$ cat src/rtl/fpdiv_round_pack.sv
// Final stage of the single-precision divider: normalizes, denormalizes, rounds to
// nearest-even and packs the quotient into IEEE-754 format, with a valid/ready handshake.
module fpdiv_round_pack (
  input  logic        CLOCK,
  input  logic        RESET,
  input  logic        IN_VALID,
  output logic        IN_READY,
  input  logic        IN_SIGN,
  input  logic [9:0]  IN_EXP,
  input  logic [25:0] IN_MANT,
  input  logic        IN_STICKY,
  input  logic [1:0]  IN_SPECIAL,
  output logic        OUT_VALID,
  input  logic        OUT_READY,
  output logic [31:0] OUT_RESULT,
  output logic [1:0]  OUT_EXCEPTION
);

  localparam int unsigned EXP_W  = 11;
  localparam int unsigned MANT_W = 26;
  localparam int unsigned SIG_W  = 24;
  localparam int unsigned RES_W  = 32;

  localparam logic signed [EXP_W-1:0] EXP_MIN   = -11'sd126;
  localparam logic signed [EXP_W-1:0] EXP_FLUSH = -11'sd152;
  localparam logic signed [EXP_W-1:0] EXP_MAX   = 11'sd127;
  localparam logic signed [EXP_W-1:0] EXP_BIAS  = 11'sd127;

  localparam logic [1:0] EXC_NONE      = 2'b00;
  localparam logic [1:0] EXC_UNDERFLOW = 2'b01;
  localparam logic [1:0] EXC_OVERFLOW  = 2'b10;
  localparam logic [1:0] EXC_INVALID   = 2'b11;

  typedef enum logic [2:0] {IDLE, NORM, DENORM, ROUND, DONE} state_t;

  state_t                   state_q, state_d;
  logic                     sign_q, sign_d;
  logic signed [EXP_W-1:0]  exp_q, exp_d;
  logic [MANT_W-1:0]        mant_q, mant_d;
  logic                     sticky_q, sticky_d;
  logic [RES_W-1:0]         result_d;
  logic [1:0]               exc_d;

  logic                     round_inc;
  logic [SIG_W:0]           round_sum;
  logic [SIG_W-1:0]         r_sig;
  logic signed [EXP_W-1:0]  r_exp;
  logic                     inexact;
  logic [7:0]               exp_field;

  // Round-to-nearest-even on bits 25:2, renormalizing on carry-out.
  always_comb begin
    round_inc = mant_q[1] & (mant_q[0] | sticky_q | mant_q[2]);
    round_sum = {1'b0, mant_q[MANT_W-1:2]} + (SIG_W+1)'(round_inc);
    r_sig     = round_sum[SIG_W-1:0];
    r_exp     = exp_q;
    if (round_sum[SIG_W]) begin
      r_sig = round_sum[SIG_W:1];
      r_exp = exp_q + 11'sd1;
    end
    inexact   = mant_q[1] | mant_q[0] | sticky_q;
    exp_field = 8'(r_exp + EXP_BIAS);
  end

  always_comb begin
    state_d  = state_q;
    sign_d   = sign_q;
    exp_d    = exp_q;
    mant_d   = mant_q;
    sticky_d = sticky_q;
    result_d = OUT_RESULT;
    exc_d    = OUT_EXCEPTION;
    case (state_q)
      IDLE: begin
        if (IN_VALID) begin
          sign_d   = IN_SIGN;
          exp_d    = {IN_EXP[9], IN_EXP};
          mant_d   = IN_MANT;
          sticky_d = IN_STICKY;
          case (IN_SPECIAL)
            2'b00: state_d = NORM;
            2'b01: begin
              result_d = {IN_SIGN, 31'h0};
              exc_d    = EXC_NONE;
              state_d  = DONE;
            end
            2'b10: begin
              result_d = {IN_SIGN, 8'hFF, 23'h0};
              exc_d    = EXC_NONE;
              state_d  = DONE;
            end
            default: begin
              result_d = 32'h7FFF_FFFF;
              exc_d    = EXC_INVALID;
              state_d  = DONE;
            end
          endcase
        end
      end
      NORM: begin
        if (mant_q == '0) begin
          result_d = {sign_q, 31'h0};
          exc_d    = EXC_NONE;
          state_d  = DONE;
        end else if (!mant_q[MANT_W-1]) begin
          mant_d = mant_q << 1;
          exp_d  = exp_q - 11'sd1;
        end else begin
          state_d = DENORM;
        end
      end
      DENORM: begin
        // Far below the subnormal range everything collapses into sticky at once.
        if (exp_q < EXP_FLUSH) begin
          mant_d   = '0;
          sticky_d = sticky_q | (|mant_q);
          exp_d    = EXP_MIN;
        end else if (exp_q < EXP_MIN) begin
          mant_d   = mant_q >> 1;
          sticky_d = sticky_q | mant_q[0];
          exp_d    = exp_q + 11'sd1;
        end else begin
          state_d = ROUND;
        end
      end
      ROUND: begin
        state_d = DONE;
        if (r_exp > EXP_MAX) begin
          result_d = {sign_q, 8'hFF, 23'h0};
          exc_d    = EXC_OVERFLOW;
        end else if (r_sig[SIG_W-1]) begin
          result_d = {sign_q, exp_field, r_sig[SIG_W-2:0]};
          exc_d    = EXC_NONE;
        end else begin
          result_d = {sign_q, 8'h00, r_sig[SIG_W-2:0]};
          exc_d    = inexact ? EXC_UNDERFLOW : EXC_NONE;
        end
      end
      DONE: begin
        if (OUT_READY) state_d = IDLE;
      end
      default: state_d = IDLE;
    endcase
  end

  always_ff @(posedge CLOCK or posedge RESET) begin
    if (RESET) begin
      state_q       <= IDLE;
      sign_q        <= 1'b0;
      exp_q         <= '0;
      mant_q        <= '0;
      sticky_q      <= 1'b0;
      IN_READY      <= 1'b1;
      OUT_VALID     <= 1'b0;
      OUT_RESULT    <= '0;
      OUT_EXCEPTION <= EXC_NONE;
    end else begin
      state_q       <= state_d;
      sign_q        <= sign_d;
      exp_q         <= exp_d;
      mant_q        <= mant_d;
      sticky_q      <= sticky_d;
      IN_READY      <= (state_d == IDLE);
      OUT_VALID     <= (state_d == DONE);
      OUT_RESULT    <= result_d;
      OUT_EXCEPTION <= exc_d;
    end
  end

endmodule
$ cat config.mk
export PLATFORM = sky130hd
export DESIGN_NAME = fpdiv_round_pack
export DESIGN_NICKNAME = d
export VERILOG_FILES = /design/src/rtl/fpdiv_round_pack.sv
export SDC_FILE = /design/constraint.sdc
export NUM_CORES = 1
export LEC_CHECK = 0
export BUFFER_PORTS_ARGS = -buffer_cell sky130_fd_sc_hd__buf_2
export CAP_MARGIN = 0
export CORE_MARGIN = 2
export CORE_UTILIZATION = 23
export DETAILED_ROUTE_END_ITERATION = 7
export GPL_TIMING_DRIVEN = 1
export MAX_ROUTING_LAYER = met4
export SLEW_MARGIN = 30
export SYNTH_ARGS = -nofsm -noshare
export SYNTH_HDL_FRONTEND = slang
export SYNTH_SLANG_ARGS = --single-unit
export TNS_END_PERCENT = 1
$ cat constraint.sdc
create_clock -name CLOCK -period 6.1 [get_ports CLOCK]
set_input_delay 0.61 -clock CLOCK [delete_from_list [all_inputs] [get_ports CLOCK]]
set_output_delay 0.61 -clock CLOCK [all_outputs]
set_load 0.01 [all_outputs]
==> results of run 1 <==
final timing paths:
check,to,slack [ns],cells past startpoint
min in group CLOCK,OUT_RESULT[17]$_DFFE_PP0P_,0.49,2
worst min-delay path,OUT_RESULT[24]$_DFFE_PP0P_,0.43,3
worst max-delay path,OUT_RESULT[27]$_DFFE_PP0P_,2.80,13
max in group asynchronous,exp_q[2]$_DFFE_PP0P_,5.13,3
worst min register to register,OUT_RESULT[17]$_DFFE_PP0P_,0.49,2
worst max register to register,OUT_RESULT[27]$_DFFE_PP0P_,2.80,13
tightest hold or removal path, delay by kind of cell:
| kind | cells | cell delay (ns) |
|---|---|---|
| buffers and inverters | 3 | 0.66 |
layout make-up:
type | instances | area (µm²)
Clock inverter | 4 | 55.1
Clock buffer | 12 | 256
Multi-Input combinational cell | 444 | 2840
Inverter | 11 | 42.5
Timing Repair Buffer | 84 | 437
Sequential cell | 78 | 1950
Tap cell | 280 | 350
Fill cell | 2336 | 15900
Antenna cell | 1 | 2.50
layer usage:
metal	routed length [µm]	global-route usage, %	up-vias
met4	203	4.81	0
li1	-	-	2237
met3	802	2.32	12
met2	6630	18.4	144
met5	0	-	-
met1	7390	18.9	2203
placed cells by master (no fill, tap or decap), types with 13 or more instances in the layout:
| cell type | count |
|---|---|
| buf_2 | 79 |
| dfrtp_1 | 77 |
| nor2_1 | 74 |
| nand2_1 | 57 |
| a21oi_1 | 35 |
| o21ai_0 | 31 |
| a222oi_1 | 25 |
| xnor2_1 | 19 |
| xor2_1 | 15 |
| nand3_1 | 13 |
| nor3_1 | 13 |
registers in the layout (all words and copies together) (netlist names):
register	count
exp_q	11
OUT_EXCEPTION	2
OUT_VALID	1
mant_q	26
IN_READY	1
sign_q	1
sticky_q	1
OUT_RESULT	32
state_q	3
power groups by stage:
| stage | clock network (µW) | logic, µW | registers (µW) |
|---|---|---|---|
| after floorplan | 0 | 1340 | 988 |
| after global placement | 0 | 1500 | 1180 |
| after global routing | 593 | 1710 | 1240 |
| after CTS | 570 | 1530 | 1180 |
| final | 559 | 1520 | 1180 |
| after detailed placement | 0 | 1510 | 1180 |
per-stage QoR:
step	cell area (µm²)	setup slack [ns]
2_1_floorplan	5110	3.27
3_3_place_gp	5610	2.90
4_1_cts	5940	2.80
3_5_place_dp	5620	2.80
6_report	5940	2.80
5_1_grt	5940	2.40
cells by family after synthesis:
| kind of cell | share of synthesized area, % |
|---|---|
| fa+ha+maj | 1.71 |
| simple gates | 22.6 |
| compound gates | 24.1 |
| xor+xnor | 5.83 |
| buf+inv | 6.42 |
| flops | 38.2 |
| mux | 1.08 |
==> results.txt, run 1 <==
First-pass GRT wire length = 24200 µm
Drt first pass iters = 8
CTS HTree Levels = 3
Relative slew margins = 38.5%
Worst hold path type = input port to async pin
CP Cell Sequence = and2_1, ha_1, nand4_2, nor4_4, and2_1, mux2i_1, ha_1, nor2_1, a211oi_1, a21oi_1, xnor2_1, nand2_1, a21oi_1
Area growth from synthesis to layout = 16.2%
Gr usage total = 13.1%
Share of async-settable or async-resettable flops after synthesis = 100%
CP startpoint = mant_q[1]$_DFFE_PP0P_
Largest net degree at the start of global routing = 79
Clk sink count = 78
Clock latency on the worst-skew pair = 0.34 ns
Drt total wl = 15000 µm
Root buffer cell = clkbuf_16
Die Y = 153 µm
Clock power share = 17.1%
Final std cells w/o fill = 914
Top-count cell post-synth = dfrtp_1
Sw Pwr = 1510 µW
Pwr Density = 549 nW/µm²
Syn Std Cell Area = 5110 µm²
Routed Antenna Nets = 0
Average wire per standard cell = 16.4 µm
Clock buffers created by TritonCTS = 9
Net Sw Frac = 46.2%
Post-synthesis area per instance = 8.71 µm²
# rows = 54
CP peak stage delay = 0.50 ns
DRC errors left = 0
Total of max-cap violations = 0
Critical path class = flip-flop to flip-flop
GR Overflow Total = 0
Total Power = 3260 µW
Ports = 80
WP data arrival = 3.57 ns
Core area = 21800 µm²
Final setup fails = 0
Combinational cell fraction of total power = 46.6%
Final worst path period share = 54.2%
WHS = 0.426 ns
Worst-case clock buffer depth = 2
Clk slew on worst S/H paths = 0.06 ns
Startpoint class of the critical path = flip-flop
Initial antenna violation count = 1
Worst r2r src = mant_q[1]$_DFFE_PP0P_
Initial DRC count = 379
Share of cells above drive strength 1 = 22.4%
Skew final = 0.00825 ns
Critical-path maximum fanout = 9
Netlist cell types = 73
Top post-synthesis cells by count = dfrtp_1 (77), nor2_1 (74), nand2_1 (57), a21oi_1 (37), o21ai_0 (31)
Routability Congestion = 0.863
DIE AREA = 23400 µm²
Final core occ = 27.2%
CP max stage cell = dfrtp_1
Port Buffer Count = 79
Status = complete, no violations
Top FF cell, synth = dfrtp_1
Number of vias per cell = 5.03
Mapped Cells = 587
Peak supply drop = 0.183 mV
Mapped Nets = 638
Via count of the first global-routing pass = 4331
Starting Density = 23.4%
Worst-Margin Slew = 0.920 ns
Post-CTS Resized = 0
Crit. End Element = flip-flop
CTS tree = done
Warnings from Yosys = 0
Top-area cell type share of the netlist area = 37.7%
Largest area contributor in the netlist = dfrtp_1
Final net count = 679
Worst path required time = 6.36 ns
Synth Register Bits = 78
Die Span X = 153 µm
Post-synthesis sequential area ratio = 38.2%
RSZ-0062 raised after global routing = no
Post-CTS Setup Inserts = 0
DP Cell Count = 897
CP delay by family, top = simple AND/OR/NAND/NOR gates
Final Hold Fails = 0
Register share of total power = 36.3%
Hold buffer count at cts = 0
Total number of vias = 4596
Synth area leaders = dfrtp_1 (38%), nor2_1 (5.4%), a222oi_1 (4.9%)
Pint = 1750 µW
Final setup TNS = 0 ns
Min cycle time layout = 3.30 ns
Number of flops mapped to enable cells by yosys = 0
Leakage power = 0.00242 µW
Worst Path Buf+Inv = 0
Fmax = 303 MHz
Fin. max-slew vios = 0
Post-DP HPWL = 11000 µm
Power figures use the tool's default switching activity.
==> run 2: changes to the inputs <==
==> constraint.sdc (replaced) <==
create_clock -name CLOCK -period 3.2 [get_ports CLOCK]
set_input_delay 0.32 -clock CLOCK [delete_from_list [all_inputs] [get_ports CLOCK]]
set_output_delay 0.32 -clock CLOCK [all_outputs]
set_load 0.01 [all_outputs]
==> results.txt, run 2 (synthesis results as in run 1) <==
Status = complete, no violations
R2R cell count = 13 (unchanged)
RSZ-0062 raised after global routing = no
Critical path class = flip-flop to flip-flop
Placed instance area = 5730 µm² (+1.9%)
Final Cell Area = 6040 µm² (+1.8%)
Worst hold path type = input port to async pin
Peak supply drop = 0.245 mV (+34%)
Total Power = 6280 µW (+93%)
Clock latency on the worst-skew pair = 0.34 ns (about the same)
Final std cells w/o fill = 931 (+1.9%)
Largest registers = OUT_RESULT: 32 flops, mant_q: 26 flops, exp_q: 11 flops
Routability Congestion = 0.838 (-2.9%)
Final worst path period share = 90.1% (+36 points)
Via count of the first global-routing pass = 4468 (+3.2%)
Max reg flops = 32 (unchanged)
Most frequent cells in the layout = buf_2 (79), dfrtp_1 (77), nor2_1 (74)
Startpoint class of the critical path = flip-flop
Area growth from synthesis to layout = 18.3%
DP Cell Count = 913 (+1.8%)
Post-DP HPWL = 11400 µm (+4.0%)
Final net count = 696 (+2.5%)
Port Buffer Count = 79 (unchanged)
Fin. max-slew vios = 0 (unchanged)
Skew final = 0.00928 ns (+0.00103 ns)
Clk sink count = 78 (unchanged)
DIE AREA = 23400 µm² (unchanged)
Crit. End Element = flip-flop
Final setup fails = 0 (unchanged)
Die Span X = 153 µm (unchanged)
# rows = 54 (unchanged)
First-pass GRT wire length = 24100 µm (-0.14%)
Die Y = 153 µm (unchanged)
Routed Antenna Nets = 0 (unchanged)
Largest net degree at the start of global routing = 50 (-37%)
Starting Density = 23.4% (unchanged)
Clk slew on worst S/H paths = 0.06 ns (about the same)
GR Overflow Total = 0 (unchanged)
Core area = 21800 µm² (unchanged)
Final Hold Fails = 0 (unchanged)
Worst-case clock buffer depth = 2 (unchanged)
Multi-input gate area = 2840 µm² (-0.18%)
Initial antenna violation count = 1 (unchanged)
Average wire per standard cell = 16.3 µm (-1.0%)
Worst r2r src = mant_q[2]$_DFFE_PP0P_
CTS HTree Levels = 3 (unchanged)
Leakage power = 0.00250 µW (+3.5%)
Drt total wl = 15100 µm (+0.83%)
Total of max-cap violations = 0 (unchanged)
Ports = 80 (unchanged)
Pwr Density = 1040 nW/µm² (+89%)
Storage cell area = 1950 µm² (unchanged)
DRC errors left = 0 (unchanged)
Commonest non-fill, non-tap cell in the layout = buf_2
Worst path required time = 3.46 ns (-2.90 ns)
Total number of vias = 4645 (+1.1%)
Fmax = 347 MHz (+15%)
Relative slew margins = 57.1% (+19 points)
Flop-to-flop setup slack = 0.32 ns (-2.48 ns)
Clock buffers created by TritonCTS = 9 (unchanged)
Min cycle time layout = 2.88 ns (-0.420 ns)
Gr usage total = 13.2% (about the same)
Root buffer cell = clkbuf_16
WP data arrival = 3.14 ns (-0.43 ns)
Critical-path maximum fanout = 7 (-2)
Number of vias per cell = 4.99 (-0.78%)
Drt first pass iters = 6 (-2)
CTS tree = done
Final setup TNS = 0 ns (unchanged)
Worst-Margin Slew = 0.644 ns (-0.277 ns)
Initial DRC count = 423 (+12%)
Fill cells = 2357 (+0.90%)
Top reg by flops = OUT_RESULT
Hold buffer count at cts = 0 (unchanged)
Reg-to-reg endpoint = OUT_RESULT[27]$_DFFE_PP0P_
Share of cells above drive strength 1 = 24.6% (+2.2 points)
[run 2: worst max-delay path, cell delays in order, from the launching register on]
cell      delay [ns]
dfrtp_1         0.45
and2_1          0.18
ha_1            0.23
nand4_2         0.22
nor4_4          0.27
and2_2          0.26
mux2i_1         0.22
ha_2            0.26
nor2_1          0.05
a211oi_1        0.19
a21oi_1         0.11
xnor2_1         0.14
nand2_1         0.07
a21oi_1         0.15
[run 2: how the worst max path moves through the flow]
stage,start,to,slack (ns),cells past startpoint
after floorplan,mant_q[1]$_DFFE_PP0P_,OUT_RESULT[27]$_DFFE_PP0P_,0.37,15
after global placement,mant_q[2]$_DFFE_PP0P_,OUT_RESULT[27]$_DFFE_PP0P_,0.22,13
after detailed placement,mant_q[2]$_DFFE_PP0P_,OUT_RESULT[27]$_DFFE_PP0P_,0.17,13
after CTS,mant_q[2]$_DFFE_PP0P_,OUT_RESULT[27]$_DFFE_PP0P_,0.16,13
after global routing,mant_q[2]$_DFFE_PP0P_,OUT_RESULT[27]$_DFFE_PP0P_,0.03,13
final,mant_q[2]$_DFFE_PP0P_,OUT_RESULT[27]$_DFFE_PP0P_,0.32,13
[run 2: layout make-up]
cell class	count	area share, %
well taps	280	5.80
clock buffers	14	4.70
clock inverters	2	0.228
diodes	1	0.0414
repair buffers	101	9.27
inverters	11	0.724
flip-flops and latches	78	32.3
multi-input cells	444	46.9
[run 2: per-layer routing]
metal | up-vias | routed length [µm] | track usage [%] | share of wire, %
met3 | 19 | 726 | 2.61 | 4.8
met4 | 0 | 251 | 3.44 | 1.7
li1 | 2274 | - | - | -
met5 | - | 0 | - | 0
met2 | 149 | 6680 | 19.4 | 44
met1 | 2203 | 7490 | 18.4 | 49
[run 2: timing repair]
action / in CTS / in global routing
resized for setup: 0 / 2
buffers inserted: 0 / 1
setup endpoints to repair: 0 / 1
[run 2: metrics by stage]
step | hold WS [ns] | utilization (%) | setup WS (ns)
floorplan | 0.472 | - | 0.369
global placement | 0.479 | 26.3 | 0.220
detailed placement | 0.489 | 26.3 | 0.167
CTS | 0.175 | 27.6 | 0.158
global route | 0.126 | 27.7 | 0.0338
finish | 0.0776 | 27.7 | 0.316
[run 2: power by group]
part,switching (µW),internal (µW),leakage (µW)
registers,674,1490,0.000928
clock network,411,611,0.000149
logic,1790,1300,0.00142
total,2870,3410,0.00250
